<file path="src/rtl/div_seq_pkg.sv">
// Shared widths and FSM state encodings for the sequential divider.
package div_seq_pkg;

    localparam int DATA_WIDTH = 32;

    localparam logic [1:0] DIV_IDLE = 2'd0;
    localparam logic [1:0] DIV_BUSY = 2'd1;
    localparam logic [1:0] DIV_DONE = 2'd2;

    // Iteration counter width: clog2(XLEN), never narrower than one bit.
    function automatic int cnt_width(input int xlen);
        return (xlen > 1) ? $clog2(xlen) : 1;
    endfunction

endpackage

</file>
<file path="src/rtl/div_seq_step.sv">
// One combinational restoring-division iteration: shift in the dividend MSB, trial-subtract the divisor.
module div_step #(
    parameter int XLEN = 32
) (
    input  logic [XLEN-1:0] r,
    input  logic            msb,
    input  logic [XLEN-1:0] divisor,
    output logic [XLEN-1:0] r_next,
    output logic            q_bit
);

    logic [XLEN:0]   r_shift;
    logic [XLEN-1:0] r_diff;

    always_comb begin
        r_shift = {r, msb};
        // True difference is below 2^XLEN whenever it is selected, so modular subtraction suffices.
        r_diff  = r_shift[XLEN-1:0] - divisor;
        q_bit   = (r_shift >= {1'b0, divisor});
        r_next  = q_bit ? r_diff : r_shift[XLEN-1:0];
    end

endmodule

</file>
<file path="src/rtl/div_seq.sv">
// Unsigned radix-2 restoring divider, XLEN+1 cycles per request; abort by dropping req_i while busy.
// Optional DIV_EARLY_OUT_EN: b = 0 or a < b completes in one cycle with identical results.
module div_seq
    import div_seq_pkg::*;
#(
    parameter int XLEN = DATA_WIDTH
) (
    input  logic            clk_i,
    input  logic            rst_i,
    input  logic            req_i,
    input  logic [XLEN-1:0] a_i,
    input  logic [XLEN-1:0] b_i,
    input  logic            is_q_i,
    output logic            ready_o,
    output logic [XLEN-1:0] result_o
);

    localparam int CW = cnt_width(XLEN);

    logic [1:0]      state;
    logic [CW-1:0]   cnt;
    logic [XLEN-1:0] dvd;      // dividend shifts out the top while quotient bits shift in below
    logic [XLEN-1:0] dvs;
    logic [XLEN-1:0] rem;
    logic            is_q;

    logic [XLEN-1:0] r_next;
    logic            q_bit;
    logic [XLEN-1:0] q_next;

    div_step #(.XLEN(XLEN)) u_step (
        .r       (rem),
        .msb     (dvd[XLEN-1]),
        .divisor (dvs),
        .r_next  (r_next),
        .q_bit   (q_bit)
    );

    assign q_next  = {dvd[XLEN-2:0], q_bit};
    assign ready_o = (state == DIV_DONE);

    always_ff @(posedge clk_i or posedge rst_i) begin
        if (rst_i) begin
            state    <= DIV_IDLE;
            cnt      <= '0;
            dvd      <= '0;
            dvs      <= '0;
            rem      <= '0;
            is_q     <= 1'b0;
            result_o <= '0;
        end else begin
            case (state)
                DIV_IDLE: begin
                    if (req_i) begin
                        dvd   <= a_i;
                        dvs   <= b_i;
                        is_q  <= is_q_i;
                        rem   <= '0;
                        cnt   <= CW'(XLEN - 1);
                        state <= DIV_BUSY;
`ifdef DIV_EARLY_OUT_EN
                        if ((b_i == '0) || (a_i < b_i)) begin
                            rem      <= a_i;
                            dvd      <= (b_i == '0) ? '1 : '0;
                            result_o <= is_q_i ? ((b_i == '0) ? '1 : '0) : a_i;
                            state    <= DIV_DONE;
                        end
`endif
                    end
                end
                DIV_BUSY: begin
                    if (!req_i) begin
                        state <= DIV_IDLE;
                    end else begin
                        dvd <= q_next;
                        rem <= r_next;
                        if (cnt == '0) begin
                            result_o <= is_q ? q_next : r_next;
                            state    <= DIV_DONE;
                        end else begin
                            cnt <= cnt - 1'b1;
                        end
                    end
                end
                DIV_DONE: state <= DIV_IDLE;
                default:  state <= DIV_IDLE;
            endcase
        end
    end

endmodule
</file>
<file path="config.mk">
export PLATFORM = sky130hd
export DESIGN_NAME = div_seq
export DESIGN_NICKNAME = d
export VERILOG_FILES = /design/src/rtl/div_seq_pkg.sv /design/src/rtl/div_seq_step.sv /design/src/rtl/div_seq.sv
export SDC_FILE = /design/constraint.sdc
export NUM_CORES = 1
export LEC_CHECK = 0
export CAP_MARGIN = 20
export CORE_MARGIN = 4
export CORE_UTILIZATION = 51
export CTS_CLUSTER_DIAMETER = 150
export DETAILED_ROUTE_END_ITERATION = 8
export PLACE_DENSITY = 0.81
export SLEW_MARGIN = 5
export SYNTH_ARGS = -nofsm -noshare
export SYNTH_HDL_FRONTEND = slang
export SYNTH_SLANG_ARGS = --single-unit
</file>
<file path="constraint.sdc">
create_clock -name clk_i -period 4.21 [get_ports clk_i]
set_clock_uncertainty 0.05 [all_clocks]
set_input_delay 0.842 -clock clk_i [delete_from_list [all_inputs] [get_ports clk_i]]
set_output_delay 0.842 -clock clk_i [all_outputs]
set_load 0.1 [all_outputs]
</file>
==> results.ini, run 1 <==
[sta]
layout_min_cycle_time_ns = 3.69
holdWs_ns = 0.440
finalWorstSetupSlack_ns = 0.518
finalCritPeriodShare = 0.877
rsz0062_at_grt = no
setup-violations-final = 0
worstMarginPinSlew_ns = 0.986
final.setup.tns_ns = 0
timing.fmax_mhz = 271
hold_viol = 0
relSlewSlack = 0.341
final-max-slew-violation-count = 0

[layout]
area_delta_synth_final_pct = 22.0
n_fill_cell = 1160
diodes = 0
drive_above_1_share = 0.0592
final_common_cell = dfrtp_1
final_cell_mix = dfrtp_1, clkdlybuf4s50_1, nand2_1, a21oi_1, o21ai_0
utilization = 0.641
nNetsFinal = 1037
design_area_um2 = 9430

[clock_tree]
clock_path_buffers = 2
clock_latency_ns = 0.42
cts_sinks = 136
htree_levels = 4
cts_setup_buffers = 0
postCtsHoldBufs = 0
clkTransAtPathRegs_ns = 0.06
cts_tree = done
cts_root_buffer = clkbuf_16
postCtsResizedCells = 0
cts_buffers = 17

[routing]
initialDrtViolationCount = 461
viasPerCell = 5.82
drt-wirelength-per-cell_um = 17.4
drtAntennaViolNets = 0
drt-total-wl_mm = 19.7
first_pass_iters = 5
vias = 6575
drc = 0

[power_and_ir_drop]
p_sw_uw = 2480
total_leakage_power_uw = 0.00446
clkPwrFrac = 0.230
power_density_nw_per_um2 = 642
intPower_uw = 3570
combPwrFrac = 0.485
pwr-share-seq = 0.286
sw_frac_of_total = 0.410
peakVddDrop_v = 0.000370

[worst_setup_path]
crit_family = compound AO/OA/AOI/OAI gates
start_kind = flop
arrival_ns = 3.92
worstPathCellList = inv_1 > ha_1 > inv_1 > fa_1 > a21o_1 > a221o_1 > a221o_1 > a221o_2 > a22o_1 > a211oi_1 > mux2_4 > o21ai_2
ff2ff_setup_slack_ns = 0.52
crit_path_max_fanout = 6
path_buf_inv = 2
crit_required_ns = 4.44
regToRegEndpoint = result_o[26]
cp.depth = 12
cpPeakStageDelay_ns = 0.52
reg2reg_from = dvd[31]
slowest_stage = a221o_2
crit_type = flop to flop
crit_path_end_kind = flop
reg2reg_depth = 12

[worst_hold_path]
hold_end = result_o[0]
min-delay-start = result_o[0]
holdPathStages = 2
min_path_type = flop to flop

[die]
start_util = 0.526
core_um2 = 14700
die_w_um = 131
fp-row-count = 44
fp.dieH_um = 131
num_io_pins = 101
dieArea_um2 = 17200

[grt]
grt_pass1_wl_mm = 32.5
grt_pass1_vias = 6310
grt_max_degree = 89
antenna_found_initial = 1
grt_use_total = 0.240
grt.overflow.total = 0

[logic_synthesis]
ys_ff_latch = 136
synth-async-reset-ratio = 1.00
ys_seq_area_frac = 0.441
synth_ff_type = dfrtp_1
syn-num-nets = 958
netlist_area_um2 = 7720
yosys-top-cells-area = dfrtp_1, mux2i_1, ha_1
netlist.area_leader.share = 0.441
synth.avg_cell_area_um2 = 9.03
synth-edff-count = 0
synth_cells = 855
synthDistinctLibCells = 58
ys.warnings.count = 0
synth_top_cell_by_area = dfrtp_1

[run_status]
status = finished, final reports clean

[place]
place_congestion = 0.906
dp_slack_ns = 0.618
portBuffers = 100
place_area_um2 = 8880
dp_hpwl_mm = 14.2

[flow_run]
drv_cap = 0

Yosys cell counts, types with 13 or more instances:
cell and instances:
nand3_1 13, dfrtp_1 136, and3_1 32, ha_1 34
inv_1 49, clkbuf_1 38, o21ai_0 66, o21ai_1 41
nor3_1 13, xnor2_1 17, nand2_1 89, mux2i_1 61
xor2_1 13, nor2_1 58, a21oi_1 84, a21o_1 18
cells by family after synthesis:
logic type	synth area share
simple gates	0.135
xor+xnor	0.0340
mux	0.0868
buf+inv	0.0507
flops	0.441
fa+ha+maj	0.0577
compound gates	0.196
power groups by stage:
stage / Combinational, uW / Clock, uW / Sequential [uW]
2_1_floorplan: 2180 / 0 / 1660
3_3_place_gp: 2770 / 0 / 1730
3_5_place_dp: 2830 / 0 / 1740
4_1_cts: 2880 / 1400 / 1720
5_1_grt: 3210 / 1460 / 1750
6_report: 2930 / 1390 / 1730
per-stage QoR:
step	total power [uW]	std cells
after global routing	6420	1130
after floorplan	3840	855
final	6050	1130
after detailed placement	4570	1099
after global placement	4500	1099
after CTS	6000	1130
layout make-up:
cell class / instances / area, um2 / area share
Inverter: 50 / 191 / 0.0203
Clock inverter: 8 / 73.8 / 0.00783
Timing Repair Buffer: 110 / 1100 / 0.117
Sequential cell: 136 / 3400 / 0.361
Tap cell: 184 / 230 / 0.0244
Clock buffer: 23 / 468 / 0.0496
Multi-Input combinational cell: 619 / 3960 / 0.420
worst register-to-register path: cells and delay by family, from the launching register on:
family	cells	cell delay, ns
buffers and inverters	2	0.15
AO/OA/AOI/OAI	7	2.17
flip-flops	1	0.38
adder cells (fa/ha/maj)	2	0.57
multiplexers	1	0.23
how the worst max path moves through the flow:
stage / startpoint / slack, ns / to
2_1_floorplan: dvd[31] / 0.97 / result_o[26]
3_3_place_gp: dvd[31] / 0.70 / result_o[26]
3_5_place_dp: dvd[31] / 0.62 / result_o[26]
4_1_cts: dvd[31] / 0.58 / result_o[26]
5_1_grt: dvd[31] / 0.39 / result_o[24]
6_report: dvd[31] / 0.52 / result_o[26]
layer usage:
layer / GRT usage / routed length, um
met5: 0 / 8
met3: 0.0543 / 1490
met1: 0.368 / 9180
met4: 0.0738 / 370
met2: 0.338 / 8630
registers in the layout (all words and copies together), names as in the netlist:
register  flops
result_o     32
state         2
is_q          1
dvs          32
rem          32
dvd          32
cnt           5
No activity file was read; power rests on OpenSTA's default activity.
==> run 2: changes to the inputs <==
--- a/constraint.sdc
+++ b/constraint.sdc
@@ -3,3 +3,3 @@
 set_input_delay 0.842 -clock clk_i [delete_from_list [all_inputs] [get_ports clk_i]]
 set_output_delay 0.842 -clock clk_i [all_outputs]
-set_load 0.1 [all_outputs]
+set_load 0.005 [all_outputs]
==> run 2 against run 1 <==
Maximum frequency grew 1.6%. Cell count is essentially flat. Utilization up 0.58 points. Routed wire length grew 1.1%. Flip-flop and latch count stayed put. Non-clock buffer count fell by 1. Worst setup slack improved by 0.060 ns. First-iteration DRC count is 2.4% higher. Combinational power barely moved. Clock-buffer cell count down 4. Sequential power hardly changed. Critical endpoint is now result_o[24]. Largest power group unchanged.
==> results.ini, run 2 (synthesis gave the netlist of run 1 again) <==
[sta]
holdWs_ns = 0.451  ; was 0.440 ns
finalCritPeriodShare = 0.863  ; was 0.877
final-max-slew-violation-count = 0  ; unchanged
timing.fmax_mhz = 275  ; was 271 MHz
final.setup.tns_ns = 0  ; unchanged
relSlewSlack = 0.327  ; was 0.341
setup-violations-final = 0  ; unchanged
rsz0062_at_grt = no  ; unchanged
worstMarginPinSlew_ns = 1.01  ; was 0.986 ns
hold_viol = 0  ; unchanged
layout_min_cycle_time_ns = 3.63  ; was 3.69 ns

[clock_tree]
cts_setup_buffers = 0  ; unchanged
cts_root_buffer = clkbuf_16  ; unchanged
htree_levels = 4  ; unchanged
clock_path_buffers = 2  ; unchanged
postCtsResizedCells = 0  ; unchanged
clkTransAtPathRegs_ns = 0.06  ; about the same
clock_latency_ns = 0.42  ; about the same
postCtsHoldBufs = 0  ; unchanged
cts_sinks = 136  ; unchanged
cts_tree = done  ; unchanged
cts_buffers = 17  ; unchanged

[worst_setup_path]
slowest_stage = a221o_2  ; unchanged
crit_type = flop to flop  ; unchanged
crit_family = compound AO/OA/AOI/OAI gates  ; unchanged
path_buf_inv = 2  ; unchanged
start_kind = flop  ; unchanged
worstPathCellList = inv_1 > ha_1 > inv_1 > fa_1 > a21o_1 > a221o_1 > a221o_1 > a221o_2 > a311oi_2 > xnor2_1 > mux2i_1 > o21ai_1  ; was inv_1 > ha_1 > inv_1 > fa_1 > a21o_1 > a221o_1 > a221o_1 > a221o_2 > a22o_1 > a211oi_1 > mux2_4 > o21ai_2
crit_path_end_kind = flop  ; unchanged
crit_path_max_fanout = 6  ; unchanged
arrival_ns = 3.85  ; was 3.92 ns
cpPeakStageDelay_ns = 0.51  ; was 0.52 ns
reg2reg_depth = 12  ; unchanged
crit_required_ns = 4.43  ; was 4.44 ns
cp.depth = 12  ; unchanged

[layout]
drive_above_1_share = 0.0603  ; was 0.0592
nNetsFinal = 1036  ; was 1037
n_fill_cell = 1166  ; was 1160
utilization = 0.647  ; was 0.641
final_common_cell = dfrtp_1  ; unchanged
final_cell_mix = dfrtp_1, clkdlybuf4s50_1, nand2_1, a21oi_1, o21ai_0  ; unchanged
diodes = 0  ; unchanged
layout.cells.non_filler = 1129  ; was 1130
area_delta_synth_final_pct = 23.1  ; was 22.0%

[grt]
top_usage_layer = met1  ; unchanged
grt.overflow.total = 0  ; unchanged
grt_pass1_wl_mm = 32.9  ; was 32.5 mm
antenna_found_initial = 0  ; was 1
grt_use_met2 = 0.363  ; was 0.338
grt_use_total = 0.244  ; was 0.240
met3_usage = 0.0454  ; was 0.0543
grt_use_met1 = 0.363  ; was 0.368
grt_max_degree = 81  ; was 89
grt_pass1_vias = 6415  ; was 6310

[run_status]
status = finished, final reports clean  ; unchanged

[power_and_ir_drop]
finalPower_uw = 6270  ; was 6050 uW
power_density_nw_per_um2 = 660  ; was 642 nW/um2
peakVddDrop_v = 0.000309  ; was 0.000370 V
total_leakage_power_uw = 0.00449  ; was 0.00446 uW

[routing]
viasPerCell = 5.83  ; was 5.82
drtAntennaViolNets = 0  ; unchanged
initialDrtViolationCount = 472  ; was 461
drt-wirelength-per-cell_um = 17.6  ; was 17.4 um
first_pass_iters = 5  ; unchanged
vias = 6580  ; was 6575
drt-total-wl_mm = 19.9  ; was 19.7 mm
drc = 0  ; unchanged

[die]
num_io_pins = 101  ; unchanged
dieArea_um2 = 17200  ; unchanged
start_util = 0.526  ; unchanged
die_w_um = 131  ; unchanged
core_um2 = 14700  ; unchanged
fp-row-count = 44  ; unchanged
fp.dieH_um = 131  ; unchanged

[place]
dp.cells = 1098  ; was 1099
portBuffers = 100  ; unchanged
dp_hpwl_mm = 13.8  ; was 14.2 mm
place_congestion = 0.893  ; was 0.906

[worst_hold_path]
holdPathStages = 2  ; unchanged
min_path_type = flop to flop  ; unchanged

[flow_run]
drv_cap = 0  ; unchanged

-- run 2: changes by cell type in the layout (fill, tap and decap cells not counted) --
| cell | previous run | this run |
|---|---|---|
| bufinv_16 | 1 | 5 |
| clkinv_4 | 1 | 3 |
| clkinv_2 | 4 | 2 |
| buf_4 | 8 | 7 |
| clkbuf_8 | 2 | 0 |
| clkbuf_1 | 4 | 2 |
-- run 2: through the flow --
| stage | setup slack, ns | instance area, um2 |
|---|---|---|
| after global routing | 0.430 | 9510 |
| final | 0.577 | 9510 |
| after global placement | 0.714 | 8880 |
| after detailed placement | 0.653 | 8880 |
| after floorplan | 0.975 | 7730 |
| after CTS | 0.625 | 9510 |
-- run 2: final cells by class --
| type | count | area [um2] | share of cell area |
|---|---|---|---|
| clock buffer | 19 | 433 | 0.0455 |
| timing repair buffer | 109 | 1090 | 0.115 |
| clock inverter | 12 | 201 | 0.0212 |
| multi-input combinational | 619 | 3960 | 0.416 |
| tap | 184 | 230 | 0.0242 |
| sequential | 136 | 3400 | 0.358 |
| inverter | 50 | 191 | 0.0201 |
-- run 2: where the power goes --
group,switching [uW],internal (uW),leakage [uW]
clock network,571,1050,0.000303
logic,1720,1200,0.00249
registers,202,1530,0.00170
total,2500,3780,0.00449
-- run 2: metal layers --
layer / vias to the layer above / share of wire
li1: 3160 / -
met1: 3139 / 0.46
met2: 260 / 0.44
met3: 21 / 0.077
met4: 0 / 0.016
met5: - / 0
-- run 2: worst paths after layout --
kind | start | end | slack [ns]
setup / recovery | dvd[31] | result_o[24] | 0.58
hold / removal | result_o[0] | result_o[0] | 0.45
setup reg to reg | dvd[31] | result_o[24] | 0.58
hold reg to reg | result_o[0] | result_o[0] | 0.45
max in group asynchronous | rst_i | dvs[21] | 2.46
min in group asynchronous | rst_i | rem[3] | 0.82
-- run 2: tightest hold or removal path, cell delays in order (launching register included) --
cell,delay [ns]
dfrtp_1,0.34
nand2_1,0.05
o21ai_1,0.07
==> run 3: changes to the inputs <==
Settings changed: PLACE_DENSITY 0.81 to 0.8, SYNTH_HIERARCHICAL set to 1.
==> run 3 against run 2 <==
Hold slack worse by 0.014 ns. Clock power is 8% lower. Power is 43% lower. Maximum frequency is 2.4% lower. Critical path depth is 1 higher. Via count is 3.2% lower. Die area is 3.2% higher. Combinational power is 79% lower. Global-route usage is 1.1 points lower. Worst setup slack worse by 0.090 ns. Synthesized cell count is 8.8% lower. Highest routed layer unchanged.
==> results.ini, run 3 <==
[run_status]
status = finished, final reports clean  ; unchanged

[routing]
drt-total-wl_mm = 20.3  ; was 19.9 mm
first_pass_iters = 5  ; unchanged
vias = 6367  ; was 6580
drtAntennaViolNets = 0  ; unchanged
viasPerCell = 5.87  ; was 5.83
initialDrtViolationCount = 591  ; was 472
drt-wirelength-per-cell_um = 18.7  ; was 17.6 um
drc = 0  ; unchanged

[logic_synthesis]
yosys-top-cells-area = dfrtp_1, mux2i_1, mux2_2  ; was dfrtp_1, mux2i_1, ha_1
synth_top_family_by_area = compound AO/OA/AOI/OAI gates  ; unchanged
synth-compound-area-share = 0.180  ; was 0.196
synth-edff-count = 0  ; unchanged
ys_ff_latch = 136  ; unchanged
synthXorXnorAreaFrac = 0.0285  ; was 0.0340
synth_top_cell_by_area = dfrtp_1  ; unchanged
ys_seq_area_frac = 0.426  ; was 0.441
synth-async-reset-ratio = 1.00  ; unchanged
synthMuxAreaShare = 0.176  ; was 0.0868
yosysMostFrequentCell = dfrtp_1  ; unchanged
synth_cells = 780  ; was 855
synth.avg_cell_area_um2 = 10.2  ; was 9.03 um2
synth_ff_type = dfrtp_1  ; unchanged
netlist.area_leader.share = 0.426  ; was 0.441
synth-simple-area-share = 0.0829  ; was 0.135
synthDistinctLibCells = 58  ; unchanged
syn-num-nets = 882  ; was 958
synth_common_cells = dfrtp_1, a21oi_1, mux2i_1  ; was dfrtp_1, nand2_1, a21oi_1
synth_adder_area_share = 0.0542  ; was 0.0577
ys.warnings.count = 6  ; was 0
netlist_area_um2 = 7990  ; was 7720 um2

[worst_setup_path]
crit_required_ns = 4.46  ; was 4.43 ns
crit_path_end_kind = flop  ; unchanged
reg2reg_depth = 13  ; was 12
slowest_stage = ha_1  ; was a221o_2
crit_family = compound AO/OA/AOI/OAI gates  ; unchanged
arrival_ns = 3.97  ; was 3.85 ns
crit_start = rem[10]  ; was dvd[31]
cpPeakStageDelay_ns = 0.44  ; was 0.51 ns
reg2reg_from = rem[10]  ; was dvd[31]
start_kind = flop  ; unchanged
worstPathCellList = ha_1 > nand4_1 > nor3_1 > o211ai_1 > nor4b_4 > o21ai_2 > a31oi_4 > o21a_4 > inv_2 > buf_12 > mux2_2 > mux2i_1 > a21oi_1  ; was inv_1 > ha_1 > inv_1 > fa_1 > a21o_1 > a221o_1 > a221o_1 > a221o_2 > a311oi_2 > xnor2_1 > mux2i_1 > o21ai_1
regToRegEndpoint = result_o[7]  ; was result_o[24]
path_buf_inv = 2  ; unchanged
ff2ff_setup_slack_ns = 0.49  ; was 0.58 ns
crit_path_max_fanout = 24  ; was 6
crit_type = flop to flop  ; unchanged

[sta]
worstMarginPinSlew_ns = 0.963  ; was 1.01 ns
timing.fmax_mhz = 269  ; was 275 MHz
hold_viol = 0  ; unchanged
relSlewSlack = 0.356  ; was 0.327
finalWorstSetupSlack_ns = 0.487  ; was 0.577 ns
final.setup.tns_ns = 0  ; unchanged
layout_min_cycle_time_ns = 3.72  ; was 3.63 ns
rsz0062_at_grt = no  ; unchanged
setup-violations-final = 0  ; unchanged
final-max-slew-violation-count = 0  ; unchanged
finalCritPeriodShare = 0.884  ; was 0.863

[die]
core_um2 = 15300  ; was 14700 um2
dieArea_um2 = 17700  ; was 17200 um2
die_w_um = 133  ; was 131 um
start_util = 0.523  ; was 0.526
num_io_pins = 101  ; unchanged
fp-row-count = 45  ; was 44
fp.dieH_um = 133  ; was 131 um

[clock_tree]
cts_setup_buffers = 0  ; unchanged
postCtsResizedCells = 0  ; unchanged
cts_tree = done  ; unchanged
clock_path_buffers = 2  ; unchanged
cts_root_buffer = clkbuf_16  ; unchanged
postCtsHoldBufs = 0  ; unchanged
cts_buffers = 17  ; unchanged
cts_sinks = 136  ; unchanged
clkTransAtPathRegs_ns = 0.06  ; about the same
htree_levels = 4  ; unchanged
clock_latency_ns = 0.43  ; was 0.42 ns

[grt]
grt_max_degree = 104  ; was 81
antenna_found_initial = 0  ; unchanged
grt_pass1_wl_mm = 33.1  ; was 32.9 mm
grt_use_total = 0.233  ; was 0.244
grt_pass1_vias = 6274  ; was 6415
grt.overflow.total = 0  ; unchanged

[worst_hold_path]
hold_end = dvd[31]  ; was result_o[0]
min_path_type = flop to flop  ; unchanged
holdPathStages = 2  ; unchanged
min-delay-start = dvd[31]  ; was result_o[0]

[place]
dp_hpwl_mm = 14.2  ; was 13.8 mm
dp_slack_ns = 0.614  ; was 0.653 ns
portBuffers = 100  ; unchanged
place_congestion = 0.945  ; was 0.893

[power_and_ir_drop]
pwr-share-seq = 0.412  ; was 0.276
intPower_uw = 2610  ; was 3780 uW
combPwrFrac = 0.172  ; was 0.467
p_sw_uw = 975  ; was 2500 uW
power_density_nw_per_um2 = 369  ; was 660 nW/um2
peakVddDrop_v = 0.000301  ; was 0.000309 V
total_leakage_power_uw = 0.00457  ; was 0.00449 uW
sw_frac_of_total = 0.272  ; was 0.398
clkPwrFrac = 0.416  ; was 0.258

[layout]
diodes = 0  ; unchanged
final_common_cell = dfrtp_1  ; unchanged
final_cell_mix = dfrtp_1, clkdlybuf4s50_1, a21oi_1, mux2i_1, nand2_1  ; was dfrtp_1, clkdlybuf4s50_1, nand2_1, a21oi_1, o21ai_0
drive_above_1_share = 0.140  ; was 0.0603
area_delta_synth_final_pct = 21.7  ; was 23.1%
nNetsFinal = 963  ; was 1036
n_fill_cell = 1216  ; was 1166

[flow_run]
drv_cap = 0  ; unchanged

[run 3: area by class of cell]
cell class	instances	area (um2)	share of cell area
multi-input combinational	549	4170	0.429
sequential	136	3400	0.350
timing repair buffer	112	1120	0.115
clock buffer	22	474	0.0488
tap	211	264	0.0272
inverter	45	173	0.0178
clock inverter	10	118	0.0121
[run 3: worst max-delay path by stage]
stage                        end  slack (ns)  cells past startpoint
CTS                  result_o[7]        0.54                     13
finish               result_o[7]        0.49                     13
global route         result_o[7]        0.32                     13
detailed placement  result_o[12]        0.61                     13
floorplan                rem[21]        1.09                     13
global placement     result_o[8]        0.70                     13
[run 3: logic make-up (layout without fill, tap and decap cells)]
group | Yosys count | count (layout)
and+or+nand+nor | 132 | 132
buffers and inverters | 95 | 189
xor gates and xnor gates | 26 | 26
muxes | 129 | 129
AOI/OAI and AO/OA | 228 | 228
adders and majority gates | 34 | 34
DFF | 136 | 136
[run 3: power groups by stage]
stage                     clock network (uW)  registers [uW]  logic [uW]
after CTS                               1510            1480         616
after global placement                     0            1490         603
after floorplan                            0            1470         437
after global routing                    1570            1490         683
final                                   1490            1480         618
after detailed placement                   0            1500         609
[run 3: worst register-to-register path: stages (launching register included)]
cell,delay (ns)
dfrtp_1,0.40
ha_1,0.44
nand4_1,0.23
nor3_1,0.40
o211ai_1,0.20
nor4b_4,0.19
o21ai_2,0.17
a31oi_4,0.13
o21a_4,0.27
inv_2,0.21
buf_12,0.23
mux2_2,0.41
mux2i_1,0.17
a21oi_1,0.09
[run 3: metrics by stage]
step,total power [uW],hold WS [ns],util,area (um2),cells
after floorplan,1910,0.400,-,7990,780
after global placement,2100,0.423,0.598,9130,1053
after detailed placement,2110,0.429,0.598,9130,1053
after CTS,3600,0.441,0.637,9720,1085
after global routing,3740,0.464,0.637,9720,1085
final,3580,0.436,0.637,9720,1085
[run 3: layer usage]
layer | routed length, um | part of all wire | vias to the layer above | track usage
met2 | 8960 | 0.44 | 226 | 0.339
met3 | 1400 | 0.069 | 30 | 0.0597
met4 | 395 | 0.020 | 0 | 0.0709
li1 | - | - | 2969 | -
met5 | 0 | 0 | - | 0
met1 | 9490 | 0.47 | 3142 | 0.343
